$ cat src/rtl/flash_read_arbiter_pkg.sv
// Shared constants and types for the two-port SPI flash read arbiter.
// Frame layout is {READ, addr, dummy-byte} shifted MSB first.
package FLASH_ARB_PKG;

  localparam logic [7:0] CMD_READ   = 8'h03;
  localparam int         FRAME_BITS = 40;

  typedef enum logic [2:0] {
    IDLE,
    SETUP,
    SHIFT,
    HOLD,
    ACK,
    GAP
  } state_t;

  function automatic logic [FRAME_BITS-1:0] read_frame(
    input logic [23:0] addr
  );
    return {CMD_READ, addr, 8'h00};
  endfunction

endpackage

$ cat src/rtl/flash_read_arbiter_if.sv
// Requester-side bus of the flash read arbiter: level requests,
// per-port byte addresses, one-cycle ACK pulses and the read byte.
interface flash_read_arbiter_if;

  logic [1:0]  REQ;
  logic [23:0] ADDR0;
  logic [23:0] ADDR1;
  logic [1:0]  ACK;
  logic [7:0]  RDATA;

  modport master (
    output REQ,
    output ADDR0,
    output ADDR1,
    input  ACK,
    input  RDATA
  );

  modport slave (
    input  REQ,
    input  ADDR0,
    input  ADDR1,
    output ACK,
    output RDATA
  );

endinterface

$ cat src/rtl/flash_spi_shifter.sv
// SPI mode-0 frame engine: SCK divider, 40-bit MOSI shifter,
// bit counter and an 8-bit MISO capture of the last samples.
module flash_spi_shifter
  import FLASH_ARB_PKG::*;
#(
  parameter int CLK_DIV = 2
) (
  input  logic                  clk,
  input  logic                  rst,
  input  logic                  start,
  input  logic [FRAME_BITS-1:0] frame,
  input  logic                  miso,
  output logic                  sck,
  output logic                  mosi,
  output logic                  done,
  output logic [7:0]            rx
);

  localparam int DW = $clog2(CLK_DIV + 1);
  localparam logic [DW-1:0] DIV_LAST = DW'(CLK_DIV - 1);
  localparam logic [5:0] BIT_LAST = 6'(FRAME_BITS - 1);

  logic                  active;
  logic [DW-1:0]         div;
  logic [5:0]            bits;
  logic [FRAME_BITS-1:0] sr;

  assign mosi = sr[FRAME_BITS-1];

  // Asserted on the cycle whose edge ends the final SCK high phase.
  assign done = active & sck
              & (div == DIV_LAST)
              & (bits == BIT_LAST);

  always_ff @(posedge clk or posedge rst) begin
    if (rst) begin
      active <= 1'b0;
      div    <= '0;
      bits   <= '0;
      sr     <= '0;
      sck    <= 1'b0;
      rx     <= '0;
    end else if (start) begin
      active <= 1'b1;
      div    <= '0;
      bits   <= '0;
      sr     <= frame;
      sck    <= 1'b0;
    end else if (active) begin
      if (div == DIV_LAST) begin
        div <= '0;
        sck <= ~sck;
        if (!sck) begin
          rx <= {rx[6:0], miso};
        end else begin
          sr   <= sr << 1;
          bits <= bits + 1'b1;
          if (bits == BIT_LAST) active <= 1'b0;
        end
      end else begin
        div <= div + 1'b1;
      end
    end
  end

endmodule

$ cat src/rtl/flash_read_arbiter.sv
// Round-robin two-port arbiter sequencing one SPI READ byte per grant
// on the shared configuration flash.
module flash_read_arbiter
  import FLASH_ARB_PKG::*;
#(
  parameter int CLK_DIV = 2
) (
  input  logic                 CLK,
  input  logic                 RESET,
  flash_read_arbiter_if.slave  bus,
  output logic                 FLASH_CS_n,
  output logic                 FLASH_SCK,
  output logic                 FLASH_MOSI,
  input  logic                 FLASH_MISO
);

  localparam int CW = $clog2(CLK_DIV + 1);
  localparam logic [CW-1:0] CNT_LAST = CW'(CLK_DIV - 1);

  state_t        state;
  logic [CW-1:0] cnt;
  logic          rr_last;
  logic          gnt;
  logic          pick;
  logic [23:0]   addr_q;
  logic [1:0]    ack_q;
  logic [7:0]    rdata_q;
  logic          start;
  logic          done;
  logic [7:0]    rx;
  logic          cnt_end;

  assign bus.ACK   = ack_q;
  assign bus.RDATA = rdata_q;

  // On contention the port that did not win last time goes next.
  assign pick = (&bus.REQ) ? ~rr_last : bus.REQ[1];

  assign cnt_end = (cnt == CNT_LAST);
  assign start   = (state == SETUP) && cnt_end;

  flash_spi_shifter #(
    .CLK_DIV (CLK_DIV)
  ) u_shifter (
    .clk   (CLK),
    .rst   (RESET),
    .start (start),
    .frame (read_frame(addr_q)),
    .miso  (FLASH_MISO),
    .sck   (FLASH_SCK),
    .mosi  (FLASH_MOSI),
    .done  (done),
    .rx    (rx)
  );

  always_ff @(posedge CLK or posedge RESET) begin
    if (RESET) begin
      state      <= IDLE;
      cnt        <= '0;
      rr_last    <= 1'b1;
      gnt        <= 1'b0;
      addr_q     <= '0;
      ack_q      <= '0;
      rdata_q    <= '0;
      FLASH_CS_n <= 1'b1;
    end else begin
      ack_q <= '0;
      unique case (state)
        IDLE: begin
          if (|bus.REQ) begin
            gnt        <= pick;
            rr_last    <= pick;
            addr_q     <= pick ? bus.ADDR1 : bus.ADDR0;
            FLASH_CS_n <= 1'b0;
            cnt        <= '0;
            state      <= SETUP;
          end
        end
        SETUP: begin
          if (cnt_end) begin
            cnt   <= '0;
            state <= SHIFT;
          end else begin
            cnt <= cnt + 1'b1;
          end
        end
        SHIFT: begin
          if (done) state <= HOLD;
        end
        HOLD: begin
          if (cnt_end) begin
            cnt        <= '0;
            ack_q      <= gnt ? 2'b10 : 2'b01;
            rdata_q    <= rx;
            FLASH_CS_n <= 1'b1;
            state      <= ACK;
          end else begin
            cnt <= cnt + 1'b1;
          end
        end
        ACK: begin
          state <= GAP;
        end
        GAP: begin
          if (cnt_end) begin
            cnt   <= '0;
            state <= IDLE;
          end else begin
            cnt <= cnt + 1'b1;
          end
        end
        default: state <= IDLE;
      endcase
    end
  end

endmodule

$ cat src/flat_wrapper.sv
// flat-port wrapper written by rule: the top's interface ports become plain ports
module flash_read_arbiter_flat import FLASH_ARB_PKG::*;
#(
  parameter int CLK_DIV = 2
)
  (CLK, RESET, FLASH_CS_n, FLASH_SCK, FLASH_MOSI, FLASH_MISO, bus_REQ, bus_ADDR0, bus_ADDR1, bus_ACK, bus_RDATA);
  flash_read_arbiter_if bus_i ();
  input  logic CLK;
  input  logic RESET;
  output logic FLASH_CS_n;
  output logic FLASH_SCK;
  output logic FLASH_MOSI;
  input  logic FLASH_MISO;
  input wire logic [$bits(bus_i.REQ)-1:0] bus_REQ;
  input wire logic [$bits(bus_i.ADDR0)-1:0] bus_ADDR0;
  input wire logic [$bits(bus_i.ADDR1)-1:0] bus_ADDR1;
  output wire logic [$bits(bus_i.ACK)-1:0] bus_ACK;
  output wire logic [$bits(bus_i.RDATA)-1:0] bus_RDATA;
  assign bus_i.REQ = bus_REQ;
  assign bus_i.ADDR0 = bus_ADDR0;
  assign bus_i.ADDR1 = bus_ADDR1;
  assign bus_ACK = bus_i.ACK;
  assign bus_RDATA = bus_i.RDATA;
  flash_read_arbiter #(.CLK_DIV(CLK_DIV)) u_core (.CLK(CLK), .RESET(RESET), .bus(bus_i), .FLASH_CS_n(FLASH_CS_n), .FLASH_SCK(FLASH_SCK), .FLASH_MOSI(FLASH_MOSI), .FLASH_MISO(FLASH_MISO));
endmodule
$ cat config.mk
export PLATFORM = sky130hd
export DESIGN_NAME = flash_read_arbiter_flat
export DESIGN_NICKNAME = d
export VERILOG_FILES = /design/src/rtl/flash_read_arbiter_pkg.sv /design/src/rtl/flash_read_arbiter_if.sv /design/src/rtl/flash_spi_shifter.sv /design/src/rtl/flash_read_arbiter.sv /design/src/flat_wrapper.sv
export SDC_FILE = /design/constraint.sdc
export NUM_CORES = 1
export LEC_CHECK = 0
export BUFFER_PORTS_ARGS = -buffer_cell sky130_fd_sc_hd__buf_2
export CAP_MARGIN = 20
export CORE_MARGIN = 5
export CORE_UTILIZATION = 56
export DETAILED_ROUTE_END_ITERATION = 10
export GPL_TIMING_DRIVEN = 0
export PLACE_DENSITY = 0.82
export RECOVER_POWER = 50
export SYNTH_ARGS = -nofsm -noshare
export SYNTH_HDL_FRONTEND = slang
export SYNTH_SLANG_ARGS = --single-unit
$ cat constraint.sdc
create_clock -name CLK -period 3.3 [get_ports CLK]
set_input_delay 0.66 -clock CLK [delete_from_list [all_inputs] [get_ports CLK]]
set_output_delay 0.66 -clock CLK [all_outputs]
set_load 0.1 [all_outputs]
Word level (Yosys, flattened, before mapping). Cells that the tools add are included.

Output and inout port bits: 13. Bits in latches: 0. Input port bits: 53. RAM bits: 0. Memory bits (read-only): 0. Bits in registers: 100. Memories kept: 0.

Shift operators: 0. $mul: 0. Divide/modulo/power cells: 0. Bitwise operators: 6. Muxes and demuxes: 36. Magnitude comparators: 0. Reduce and logical (&&, ||, !) cells: 18. Add/subtract/negate cells: 3. Equality and inequality tests: 13.

Operators by type and width (count): $mux 40 (4); $mux 24 (1); $mux 6 (4); $pmux 3 s6 (1); $mux 2 (8); $mux 3 (5); $mux 1 (11); $ne 2x1->1 const B (5); $reduce_and 2->1 (5); $reduce_bool 2->1 (5); $add 6x1->6 const B (1); $eq 3x2->1 const B (2); $eq 3x3->1 const B (2); $eq 6x6->1 const B (1); $reduce_and 3->1 (2); $reduce_and 5->1 (1); $add 2x1->2 const B (2); $eq 2x1->1 const B (2); $pmux 2 s2 (1); $reduce_and 4->1 (1); $and 1x1->1 (3); $eq 3x1->1 const B (1); $logic_not 3->1 (1); $not 1->1 (3); other kinds (4) (4).

Depth between registers and ports, before layout.
Depth in word-level cells: 6. Mapped depth: 6.

Hierarchy. A second synthesis with hierarchy kept.

Cell total of the unflattened synthesis: 385. Area, all modules: 4486.8 µm².

By module, submodules not included: flash_spi_shifter (cells each 240, times used 1, area each 2617.5 µm², sequential area each 1451.4 µm²); flash_read_arbiter (cells each 145, times used 1, area each 1869.3 µm², sequential area each 1053.5 µm²).

Worst setup path after synthesis. OpenSTA, ideal clock, no wires.

Path type: in2reg. Start: input bus_REQ[1]. End: register u_core.addr_q[10]. Library setup time: 0.125 ns. Path buffers: 1. Stages: 4. Arrival: 1.937 ns. Setup slack: 1.238 ns. Cells stage by stage: a21boi_2 -> clkbuf_1 -> mux2_2 -> mux2_2.

Cells in the longest elaborated chain, start to end: 3.

RTL lines: from (decl) (line flat_wrapper.sv:14) `input wire logic [$bits(bus_i.REQ)-1:0] bus_REQ;`; $reduce_and 2->1 (line flash_read_arbiter.sv:37) `assign pick = (&bus.REQ) ? ~rr_last : bus.REQ[1];`; $mux 1 (line flash_read_arbiter.sv:37); $mux 24 (line flash_read_arbiter.sv:73) `addr_q <= pick ? bus.ADDR1 : bus.ADDR0;`; to (signal assigned) (line flash_read_arbiter.sv:73); to (decl) (line flash_read_arbiter.sv:25) `logic [23:0] addr_q;`.

Several ways; a longest one is shown, not always the timed one. A chain may end at the register's enable or synchronous reset.

Final worst setup path.
Start: input bus_REQ[0]. End: register u_core.addr_q[12].

Same word-level chain as after synthesis.

==> results.cfg <==
[status]
status = finished, final reports clean

[sta]
timing.final.crit_share = 0.682
fin_crit_ps = 2250
relSlewSlack = 0.148
hold_violations = 0
setup_viol = 0
drv_slew = 0
max_freq_mhz = 444
worst_slew_pin_slew_ps = 1270
whs_ps = 467
fin_skew_ps = 11.4
rsz0062_at_grt = no

[die]
start_util = 0.575
core_region_area_sq_um = 7210
die_area_sq_um = 9220
rows = 31
fp.dieH_um = 96.0
die_width_um = 96.0
ios = 66

[clock_tree]
cts.sinks = 92
cts_resized = 0
cts_buffer_depth = 2
clock_latency_ps = 370
post_cts_buffers = 0
h-tree-depth = 3
root_buffer = clkbuf_8
holdBufCountCts = 0
cts_buffers = 9
cts_tree = done
clk_pin_slew_worst_paths_ps = 100

[final_layout]
drive_gt1_frac = 0.357
seqCellArea_sq_um = 2300
utilization = 0.667
final_area_sq_um = 4810
final_cell_mix = 90 x dfrtp_1, 71 x buf_2, 70 x nand2_1
num-fill-cells = 596
final_nets = 500
insertedDiodeCount = 0
multiInputGateArea_sq_um = 1700
layout_commonest_cell = dfrtp_1
instances_no_fill = 550
area_growth_pct = 16.1

[place]
dp_hpwl_mm = 5.72
placed_area_sq_um = 4620
port_buffers = 65
gp_congestion = 0.808
dp.cells = 534

[global_route]
grt.total_usage = 0.194
antenna_found_initial = 0
grt_max_degree = 66
grt_pass1_wl_mm = 13.9
grt_pass1_vias = 3029
grt_remaining_overflow = 0

[synth]
yosysSeqAreaShare = 0.556
ys_warn_count = 0
synth_area_per_cell_sq_um = 11.2
syn_inst = 369
async_flop_share = 1.00
yosys.cell_types.count = 43
synth_area_sq_um = 4150
synth_flop_cell = dfrtp_1
ys_ff_latch = 92
synth_edf_count = 0
synth_nets = 423

[routing]
viasPerCell = 5.58
via_count = 3070
ant_nets = 0
routed_wl_mm = 8.08
firstDrtPassIters = 4
detail_route.iter0.violations = 169
wl_per_cell_um = 14.7
drc = 0

[hold_path]
holdCritPathClass = flop to flop
hp-start = u_core.gnt

[setup_path]
path_class = primary input to flop
path_max_fanout = 10
timing.critical_path.from = bus_REQ[0]
critPathRequiredTime_ps = 3560
reg2reg_slack_ps = 1090
arrival_ps = 2510
r2r_start = u_core.rr_last
end_kind = flop
start_kind = primary input

[power]
p_per_area_nw_per_um2 = 1020
p_leak_nw = 2.16
vdd_drop_max_mv = 0.776

[flow_run]
maxCapViolations = 0
## where the power goes
| part | internal [W] | switching, W | leakage [nW] |
|---|---|---|---|
| sequential | 0.00167 | 0.000319 | 1.11 |
| clock | 0.000293 | 0.000437 | 0.0915 |
| combinational | 0.000830 | 0.00138 | 0.961 |
| total | 0.00279 | 0.00213 | 2.16 |
## flip-flops by register name, indices dropped and copies added (netlist names)
| signal | flops |
|---|---|
| u_core.u_shifter.rx | 8 |
| u_core.u_shifter.sck | 1 |
| u_core.bus.RDATA | 8 |
| u_core.u_shifter.active | 1 |
| u_core.u_shifter.sr | 32 |
| u_core.u_shifter.div | 2 |
| u_core.addr_q | 24 |
| u_core.rr_last | 1 |
| u_core.gnt | 1 |
| u_core.state | 3 |
| u_core.u_shifter.bits | 6 |
| u_core.FLASH_CS_n | 1 |
| u_core.bus.ACK | 2 |
| u_core.cnt | 2 |
## cells in the mapped netlist, types with 3 or more instances
master | number | area [sq um]
dfrtp_1 | 90 | 2250
nand2_1 | 70 | 263
mux2_2 | 64 | 721
a31oi_1 | 23 | 144
nor3_1 | 23 | 115
a21oi_1 | 11 | 55.1
buf_2 | 10 | 50.1
clkbuf_1 | 10 | 37.5
inv_1 | 6 | 22.5
nor2_1 | 6 | 22.5
o21ai_0 | 6 | 30.0
nand3_1 | 4 | 20.0
mux2i_1 | 3 | 30.0
nand3b_1 | 3 | 22.5
or3_1 | 3 | 18.8
## metrics by stage
step	worst slack, ps	setup TNS [ps]	power [W]
after global placement	-742	-66320	0.00413
after floorplan	251	0	0.00375
after CTS	1070	0	0.00497
after detailed placement	664	0	0.00423
after global routing	986	0	0.00527
final	1050	0	0.00493
## worst max-delay path, cell delays in order
cell	delay (ps)
buf_2	120
a21boi_2	530
clkbuf_1	540
mux2_2	400
mux2_2	260
## routing by layer
metal,vias up,part of all wire,track usage
met5,-,0,0
met4,0,0.020,0.0735
met3,12,0.043,0.0375
met2,70,0.50,0.316
met1,1528,0.44,0.256
li1,1460,-,-
## worst paths after layout
path                       depth (start not counted)                 endpoint
min in group asynchronous                          2   u_core.u_shifter.rx[0]
hold / removal                                     1        u_core.bus.ACK[0]
hold reg to reg                                    1        u_core.bus.ACK[0]
setup reg to reg                                   4        u_core.addr_q[12]
setup / recovery                                   5        u_core.addr_q[12]
max in group asynchronous                          3  u_core.u_shifter.sr[31]
## cell families (layout without fill, tap and decap cells)
| kind of cell | after synthesis | after routing | synth area share |
|---|---|---|---|
| adders and majority gates | 1 | 1 | 0.00302 |
| xor gates and xnor gates | 4 | 4 | 0.00845 |
| AOI/OAI and AO/OA | 48 | 48 | 0.0718 |
| muxes | 67 | 67 | 0.181 |
| and+or+nand+nor | 127 | 127 | 0.146 |
| DFF | 92 | 92 | 0.556 |
| buffers and inverters | 30 | 112 | 0.0338 |
## cell type report
cell class,count,share of cell area
clock buffer,9,0.0257
clock inverter,7,0.0143
sequential,92,0.479
timing repair buffer,66,0.0733
inverter,6,0.00494
multi-input combinational,247,0.353
buffer,24,0.0234
tap,99,0.0257
No activity file was read; power rests on OpenSTA's default activity.
